## config.mk

```make
export PLATFORM = sky130hd
export DESIGN_NAME = reduce_nway_pipe
export DESIGN_NICKNAME = d
export VERILOG_FILES = /design/src/rtl/reduce_pkg.sv /design/src/rtl/reduce_stage.sv /design/src/rtl/reduce_nway_pipe.sv
export SDC_FILE = /design/constraint.sdc
export NUM_CORES = 1
export LEC_CHECK = 0
export ABC_CLOCK_PERIOD_IN_PS = 1300
export CORE_MARGIN = 8
export CORE_UTILIZATION = 50
export DETAILED_ROUTE_END_ITERATION = 6
export GPL_TIMING_DRIVEN = 0
export PLACE_DENSITY_LB_ADDON = 0.25
export SLEW_MARGIN = 20
export SYNTH_ARGS = -nofsm -noshare
export SYNTH_HDL_FRONTEND = slang
export SYNTH_SLANG_ARGS = --single-unit
export TNS_END_PERCENT = 50
```

## constraint.sdc

```tcl
create_clock -name clk -period 1.3 [get_ports clk]
set_clock_uncertainty 0.2 [all_clocks]
set_input_delay 0.39 -clock clk [delete_from_list [all_inputs] [get_ports clk]]
set_output_delay 0.39 -clock clk [all_outputs]
set_load 0.02 [all_outputs]
```

## src/rtl/reduce_pkg.sv

```systemverilog
// Shared definitions for the pipelined N-way reduction: op encodings, padding identity
// and tree-depth helper.
package reduce_pkg;

    typedef enum logic [1:0] {
        OP_OR  = 2'b00,
        OP_AND = 2'b01,
        OP_XOR = 2'b10,
        OP_NOR = 2'b11
    } op_e;

    // Value that leaves the op's result unchanged when used as padding.
    function automatic logic op_identity(input logic [1:0] op);
        return (op == OP_AND);
    endfunction

    function automatic int levels_of(input int width);
        return $clog2(width);
    endfunction

    // NOR travels through the tree as OR; it is inverted after the last level.
    function automatic logic op_pair(input logic [1:0] op, input logic a, input logic b);
        case (op)
            OP_AND:  return a & b;
            OP_XOR:  return a ^ b;
            default: return a | b;
        endcase
    endfunction

endpackage

```

## src/rtl/reduce_stage.sv

```systemverilog
// One reduction tree level: pairwise reduce IN_W bits to IN_W/2 and register the result
// with the beat's op and valid. Everything holds while the global stall is high.
module reduce_stage
    import reduce_pkg::*;
#(
    parameter int IN_W = 2
) (
    input  logic                clk,
    input  logic                rst_n,
    input  logic                stall,
    input  logic [IN_W-1:0]     in_data,
    input  logic [1:0]          in_op,
    input  logic                in_valid,
    output logic [IN_W/2-1:0]   out_data,
    output logic [1:0]          out_op,
    output logic                out_valid
);

    localparam int OUT_W = IN_W / 2;

    logic [OUT_W-1:0] pair;

    always_comb begin
        pair = '0;
        for (int i = 0; i < OUT_W; i++) begin
            pair[i] = op_pair(in_op, in_data[2*i], in_data[2*i+1]);
        end
    end

    always_ff @(posedge clk or negedge rst_n) begin
        if (!rst_n) begin
            out_data  <= '0;
            out_op    <= OP_OR;
            out_valid <= 1'b0;
        end else if (!stall) begin
            out_data  <= pair;
            out_op    <= in_op;
            out_valid <= in_valid;
        end
    end

endmodule

```

## src/rtl/reduce_nway_pipe.sv

```systemverilog
// Pipelined N-way OR/AND/XOR/NOR reduction, one register per tree level, valid/ready.
// Optional sticky result flag enabled by defining REDUCE_NWAY_STICKY_EN.
module reduce_nway_pipe
    import reduce_pkg::*;
#(
    parameter int WIDTH = 16
) (
    input  logic             clk,
    input  logic             rst_n,
    input  logic [WIDTH-1:0] in_data,
    input  logic [1:0]       in_op,
    input  logic             in_valid,
    output logic             in_ready,
    output logic             out_data,
    output logic [1:0]       out_op,
    output logic             out_valid,
    input  logic             out_ready
`ifdef REDUCE_NWAY_STICKY_EN
    ,
    input  logic             sticky_clr,
    output logic             sticky
`endif
);

    localparam int LEVELS = levels_of(WIDTH);
    localparam int PW     = 1 << LEVELS;

    if (WIDTH < 2 || WIDTH > 256) begin : g_bad_width
        $error("reduce_nway_pipe: WIDTH must be in 2..256");
    end

    logic              stall;
    logic [PW-1:0]     padded;
    // All tree levels packed back to back: level k starts at 2*PW - 2*(PW>>k).
    logic [2*PW-2:0]   tree;
    logic [LEVELS:0][1:0] op_pipe;
    logic [LEVELS:0]   vld_pipe;
    logic              last_d;
    logic [1:0]        last_o;

    if (PW > WIDTH) begin : g_pad
        assign padded = {{(PW-WIDTH){op_identity(in_op)}}, in_data};
    end else begin : g_nopad
        assign padded = in_data;
    end

    assign tree[PW-1:0] = padded;
    assign op_pipe[0]   = in_op;
    assign vld_pipe[0]  = in_valid;

    for (genvar k = 0; k < LEVELS; k++) begin : g_lvl
        localparam int IW   = PW >> k;
        localparam int IOFF = 2*PW - 2*IW;
        localparam int OOFF = 2*PW - IW;

        reduce_stage #(.IN_W(IW)) u_stage (
            .clk       (clk),
            .rst_n     (rst_n),
            .stall     (stall),
            .in_data   (tree[IOFF +: IW]),
            .in_op     (op_pipe[k]),
            .in_valid  (vld_pipe[k]),
            .out_data  (tree[OOFF +: IW/2]),
            .out_op    (op_pipe[k+1]),
            .out_valid (vld_pipe[k+1])
        );
    end

    assign last_d    = tree[2*PW-2];
    assign last_o    = op_pipe[LEVELS];
    assign out_valid = vld_pipe[LEVELS];
    assign out_data  = last_d ^ (last_o == OP_NOR);
    assign out_op    = last_o;

    assign stall    = out_valid && !out_ready;
    assign in_ready = !stall;

`ifdef REDUCE_NWAY_STICKY_EN
    always_ff @(posedge clk or negedge rst_n) begin
        if (!rst_n) begin
            sticky <= 1'b0;
        end else if (sticky_clr) begin
            sticky <= 1'b0;
        end else if (out_valid && out_ready && out_data) begin
            sticky <= 1'b1;
        end
    end
`endif

endmodule

```

==> impl_metrics.tcl <==
set metrics [dict create \
    status "complete, but fails checks" \
    violations "negative hold slack, negative setup slack" \
    synth_top_area_share_pct 34.4 \
    relSlewSlack_pct 60.5 \
    fin_area_sq_um 3190 \
    grt_max_degree 28 \
    syn_area_sq_um 1960 \
    drc 0 \
    synth_cell_types 18 \
    critical-path-top-delay-family "flip-flops" \
    io_pins 27 \
    via_per_inst 5.52 \
    vias 1580 \
    hold_viol 27 \
    synthSimpleGateAreaFrac_pct 11.7 \
    diodes 0 \
    cts_buffers 3 \
    setup-violations-final 32 \
    worst_pin_slew_ps 593 \
    crit_required_ps 710 \
    synth_warnings 0 \
    die_h_um 78.7 \
    synth_mux_area_share_pct 6.50 \
    mostFrequentLayoutCells "dfrtp_1 (23), ha_1 (21), inv_1 (19), inv_2 (19)" \
    core_sq_um 3720 \
    drt_iter0_drc 60 \
    wl_per_cell_um 19.5 \
    root_buffer "clkbuf_8" \
    irDropWorstVdd_mv 0.971 \
    fp.dieW_um 78.7 \
    synth_xor_area_share_pct 0.446 \
    crit_slowest_cell "dfrtp_2" \
    drtPass1Iterations 4 \
    drt-met1-wl_um 2160 \
    dp.cells 261 \
    cts.sinks 27 \
    synth-compound-area-share_pct 12.4 \
    leakagePower_nw 1.45 \
    crit_fanout 2 \
    die_area_sq_um 6190 \
    gp_congestion 0.844 \
    synth.largest_area_cell "dfrtp_1" \
    cts-htree-levels 1 \
    track_usage_pct 16.8 \
    antenna_found_initial 0 \
    final_common_cell "dfrtp_1" \
    layout-drive-gt1-share_pct 50.0 \
    final_nets 299 \
    route.met2.wl_um 3130 \
    period_needed_ps 1650 \
    cp.arrival_ps 1060 \
    dp_slack_ps -1240 \
    synthCells 187 \
    initial_core_util_pct 52.8 \
    synthAdderAreaFrac_pct 24.2 \
    ys_ff_latch 27 \
    ys_seq_area_share_pct 34.4 \
    ant_nets 0 \
    drv_cap 0 \
    power_density_nw_per_um2 1930 \
    grt_pass1_vias 1763 \
    dpl.hpwl_um 3050 \
    fin_ws_ps -346 \
    crit_type "reg -> out" \
    synth_top_family_by_area "adder cells" \
    period_share_pct 127 \
    fillers 183 \
    syn_nets 247 \
    wl_um 5590 \
    routed.top_layer "met4" \
    io_buffer_count 26 \
    grt-ovfl-total 0 \
    path_buf_inv 2 \
    fin_hold_ws_ps -98.9 \
    yosys-top-cells-area "dfrtp_1 (34%), ha_1 (24%), inv_1 (7.3%)" \
    placed_cell_area_sq_um 2410 \
    clk_latency_ps 280 \
    rows 22 \
    crit_path_start_kind "flip-flop" \
    grt_setup_unrepaired "true" \
    drv_slew 0 \
    cts_buffer_depth 2 \
    syn_area_per_cell_sq_um 10.5 \
    hold_path_class "in -> async" \
    worstPathCellList "nor2b_4 -> inv_8 -> buf_6" \
    fmax_ghz 0.608 \
    fin_cells 286 \
    synthToLayoutAreaGrowth_pct 62.3 \
    slowest_delay_ps 390 \
    cts_tree "built" \
    path_clk_slew_ps 100 \
    end_kind "output port" \
    met3_length_um 127 \
    grt_pass1_wl_um 8130 \
]
[worst register-to-register path: stages, from the launching register on]
cell and delay, ps:
dfrtp_2 390, nor2b_4 230, buf_6 130, buf_12 130, buf_12 140, mux2_4 300
[layout make-up]
| type | instances | area [sq um] | share of cell area [%] |
|---|---|---|---|
| plain buffers | 6 | 105 | 3.30 |
| clock buffers | 3 | 41.3 | 1.30 |
| clock inverters | 1 | 5.00 | 0.157 |
| inverters | 39 | 154 | 4.83 |
| multi-input cells | 113 | 1640 | 51.4 |
| flip-flops and latches | 27 | 681 | 21.4 |
| well taps | 48 | 60.1 | 1.88 |
| repair buffers | 49 | 504 | 15.8 |
[power breakdown]
group          total (W)  switching [W]  internal, W  leakage [nW]
Sequential       0.00155       0.000334      0.00122         0.315
Combinational    0.00410        0.00184      0.00226          1.11
Clock           0.000497       0.000281     0.000216        0.0255
Total            0.00614        0.00246      0.00369          1.45
[synthesized netlist by cell type]
| cell type | n |
|---|---|
| ha_1 | 38 |
| inv_1 | 38 |
| dfrtp_1 | 27 |
| a221oi_1 | 15 |
| and2_1 | 15 |
| nand3b_1 | 15 |
| o31ai_1 | 15 |
| mux2i_1 | 6 |
| buf_6 | 3 |
| clkbuf_1 | 3 |
| mux2_4 | 3 |
| buf_1 | 2 |
| mux2_2 | 2 |
| inv_4 | 1 |
| nand2_1 | 1 |
| nand2b_1 | 1 |
| nor2b_4 | 1 |
| xnor2_1 | 1 |
[flip-flops by register name, indices dropped and copies added, names as in the netlist]
signal / flops
g_lvl.u_stage.out_valid: 4
g_lvl.u_stage.out_op: 8
g_lvl.u_stage.out_data: 15
[cell families (layout without fill, tap and decap cells)]
logic type,after synthesis,count (layout)
adder cells (fa/ha/maj),38,38
XOR/XNOR,1,1
AND/OR/NAND/NOR,33,33
AO/OA/AOI/OAI,30,30
flip-flops,27,27
multiplexers,11,11
buffers and inverters,47,98
[worst paths after layout]
check | start | endpoint | slack (ps) | cells past startpoint
max | g_lvl[3].u_stage.out_valid$_DFFE_PN0N_ | in_ready | -350 | 3
min | rst_n | g_lvl[1].u_stage.out_data[3]$_DFFE_PN0N_ | -100 | 1
max reg2reg | g_lvl[3].u_stage.out_valid$_DFFE_PN0N_ | g_lvl[2].u_stage.out_valid$_DFFE_PN0N_ | -310 | 5
min reg2reg | g_lvl[2].u_stage.out_valid$_DFFE_PN0N_ | g_lvl[3].u_stage.out_valid$_DFFE_PN0N_ | 310 | 1
max in group asynchronous | rst_n | g_lvl[3].u_stage.out_op[0]$_DFFE_PN0N_ | 580 | 1
min in group clk | in_op[0] | g_lvl[0].u_stage.out_op[0]$_DFFE_PN0N_ | 220 | 3
[metal layers]
layer	GRT usage, %	vias to the layer above
met4	10.9	0
li1	-	744
met2	31.8	37
met3	2.73	11
met1	16.3	788
met5	0	-
[what timing repair did]
item,4_1_cts,5_1_grt
setup endpoints to repair,32,31
endpoints found under the hold margin,27,27
pin swaps,24,16
buffers inserted,11,12
gates resized for setup,113,44
cloned,3,0
[per-stage QoR]
step                total power, W  setup TNS (ps)  utilization [%]
detailed placement         0.00365          -19530             64.8
global placement           0.00352          -37930             64.9
CTS                        0.00488           -5580             77.1
floorplan                  0.00298           -1890                -
finish                     0.00614           -6640             85.8
global route               0.00647           -7530             85.8
Power figures use the tool's default switching activity.
==> RTL edit: new RTL, config.mk and constraints unchanged <==
Set the parameter `WIDTH` to 20 (it was 16).
--- a/src/rtl/reduce_nway_pipe.sv
+++ b/src/rtl/reduce_nway_pipe.sv
@@ -3,7 +3,7 @@
 module reduce_nway_pipe
     import reduce_pkg::*;
 #(
-    parameter int WIDTH = 16
+    parameter int WIDTH = 20
 ) (
     input  logic             clk,
     input  logic             rst_n,
Ports: changed (resized in_data); port bits go from 27 to 31. No check against the original RTL was run, so the function may have changed too.
==> RTL edit against the original RTL <==
Highest routed layer unchanged; worst setup slack got worse by 0.015 ns; the flow finishes with violations (setup timing); first-iteration DRC count rose by 45%; hold slack improved by 0.29 ns; utilization fell by 7.6 points; sequential cell count rose by 12; final area rose by 34%; power rose by 44%; wire length rose by 33%; via count rose by 41%; die area rose by 34%; area after synthesis rose by 44%.
==> RTL edit: results <==
group,metric,value,unit
min_path,hp-class,"input pin to register",
synth,synthMuxAreaShare,7.266,%
sta,whs,0.1893,ns
routing,wl_met1,2949,um
placement,pre_cts_slack,-1.184,ns
outcome,violations,"setup timing",
clock_network,clk_latency,0.30,ns
finish,drive_gt1_share,41.64,%
placement,dp_hpwl,4105,um
sta,setup_slack,-0.3606,ns
sta,setup_tns,-8.651,ns
power,power.switching,3641,uW
placement,dpl.cell_count,368,
synth,synth_nets,344,
routing,wl_met3,215,um
clock_network,cts.htree.levels,2,
placement,portBuffers,30,
worst_setup_path,timing.rr.end,"g_lvl[4].u_stage.out_op[1]",
synth,synth_area_leaders,"dfrtp_1, ha_1, inv_1",
global_routing,grt.met1_usage,17.21,%
sta,setup_viol,37,
synth,synth_cell_type_count,19,
placement,placed_area,3462,um2
clock_network,cts_made_buffers,5,
outcome,outcome,"finished, violations left",
synth,synth_xor_area_share,0.3101,%
finish,nFillCells,353,
global_routing,grt_pass1_vias,2176,
routing,drt_first_iter_violations,87,
placement,place.gp.congestion,0.7586,
worst_setup_path,rr_startpoint,"g_lvl[4].u_stage.out_valid",
finish,finalNetCount,408,
routing,routedWlPerCell,18.48,um
synth,synth_common_cells,"ha_1, inv_1, dfrtp_1",
global_routing,grt_usage,15.12,%
power,peakVddDrop,1.388,mV
power,p_leak,0.002011,uW
routing,drt_pass1_iterations,6,
synth,synth_seq_area_share,34.56,%
global_routing,grt_max_degree,24,
routing,wirelength,7411,um
routing,via_per_inst,5.554,
RTL edit: timing repair:
item,4_1_cts,5_1_grt
setup buffers,13,12
gates cloned,0,3
resized for setup,92,52
hold buffers,1,0
endpoints found under the hold margin,16,0
endpoints found under the setup margin,44,66
pin swaps,35,12
RTL edit: worst max-delay path, delay by kind of cell (launching register included):
kind,cells,cell delay (ns)
flops,1,0.37
buf+inv,2,0.18
simple gates,1,0.22
RTL edit: power groups by stage:
stage	Sequential, uW	Clock, uW	Combinational (uW)
after floorplan	2140	0	2270
after global placement	2160	0	2990
after CTS	2150	780	3990
after global routing	2230	822	6240
final	2170	789	5870
after detailed placement	2190	0	3110
RTL edit: how the worst max path moves through the flow:
stage                                 end                        from  cells past startpoint  slack (ns)
2_1_floorplan  g_lvl[1].u_stage.out_valid  g_lvl[4].u_stage.out_valid                      4       -0.16
3_3_place_gp   g_lvl[4].u_stage.out_valid                       rst_n                      1       -1.47
3_5_place_dp                     in_ready                   out_ready                      5       -1.18
4_1_cts                          in_ready  g_lvl[4].u_stage.out_valid                      3       -0.34
5_1_grt                          in_ready                   out_ready                      4       -0.39
6_report                         in_ready  g_lvl[4].u_stage.out_valid                      3       -0.36
RTL edit: area by class of cell:
type / instances / share of cell area [%]
sequential: 39 / 22.84
multi-input combinational: 160 / 50.88
timing repair buffer: 59 / 13.27
tap: 72 / 2.105
clock buffer: 7 / 1.784
buffer: 11 / 3.889
inverter: 53 / 5.234
RTL edit: cells by family after synthesis:
group / Yosys count
flip-flops: 39
buffers and inverters: 66
adder cells (fa/ha/maj): 53
multiplexers: 17
AO/OA/AOI/OAI: 43
AND/OR/NAND/NOR: 46
XOR/XNOR: 1
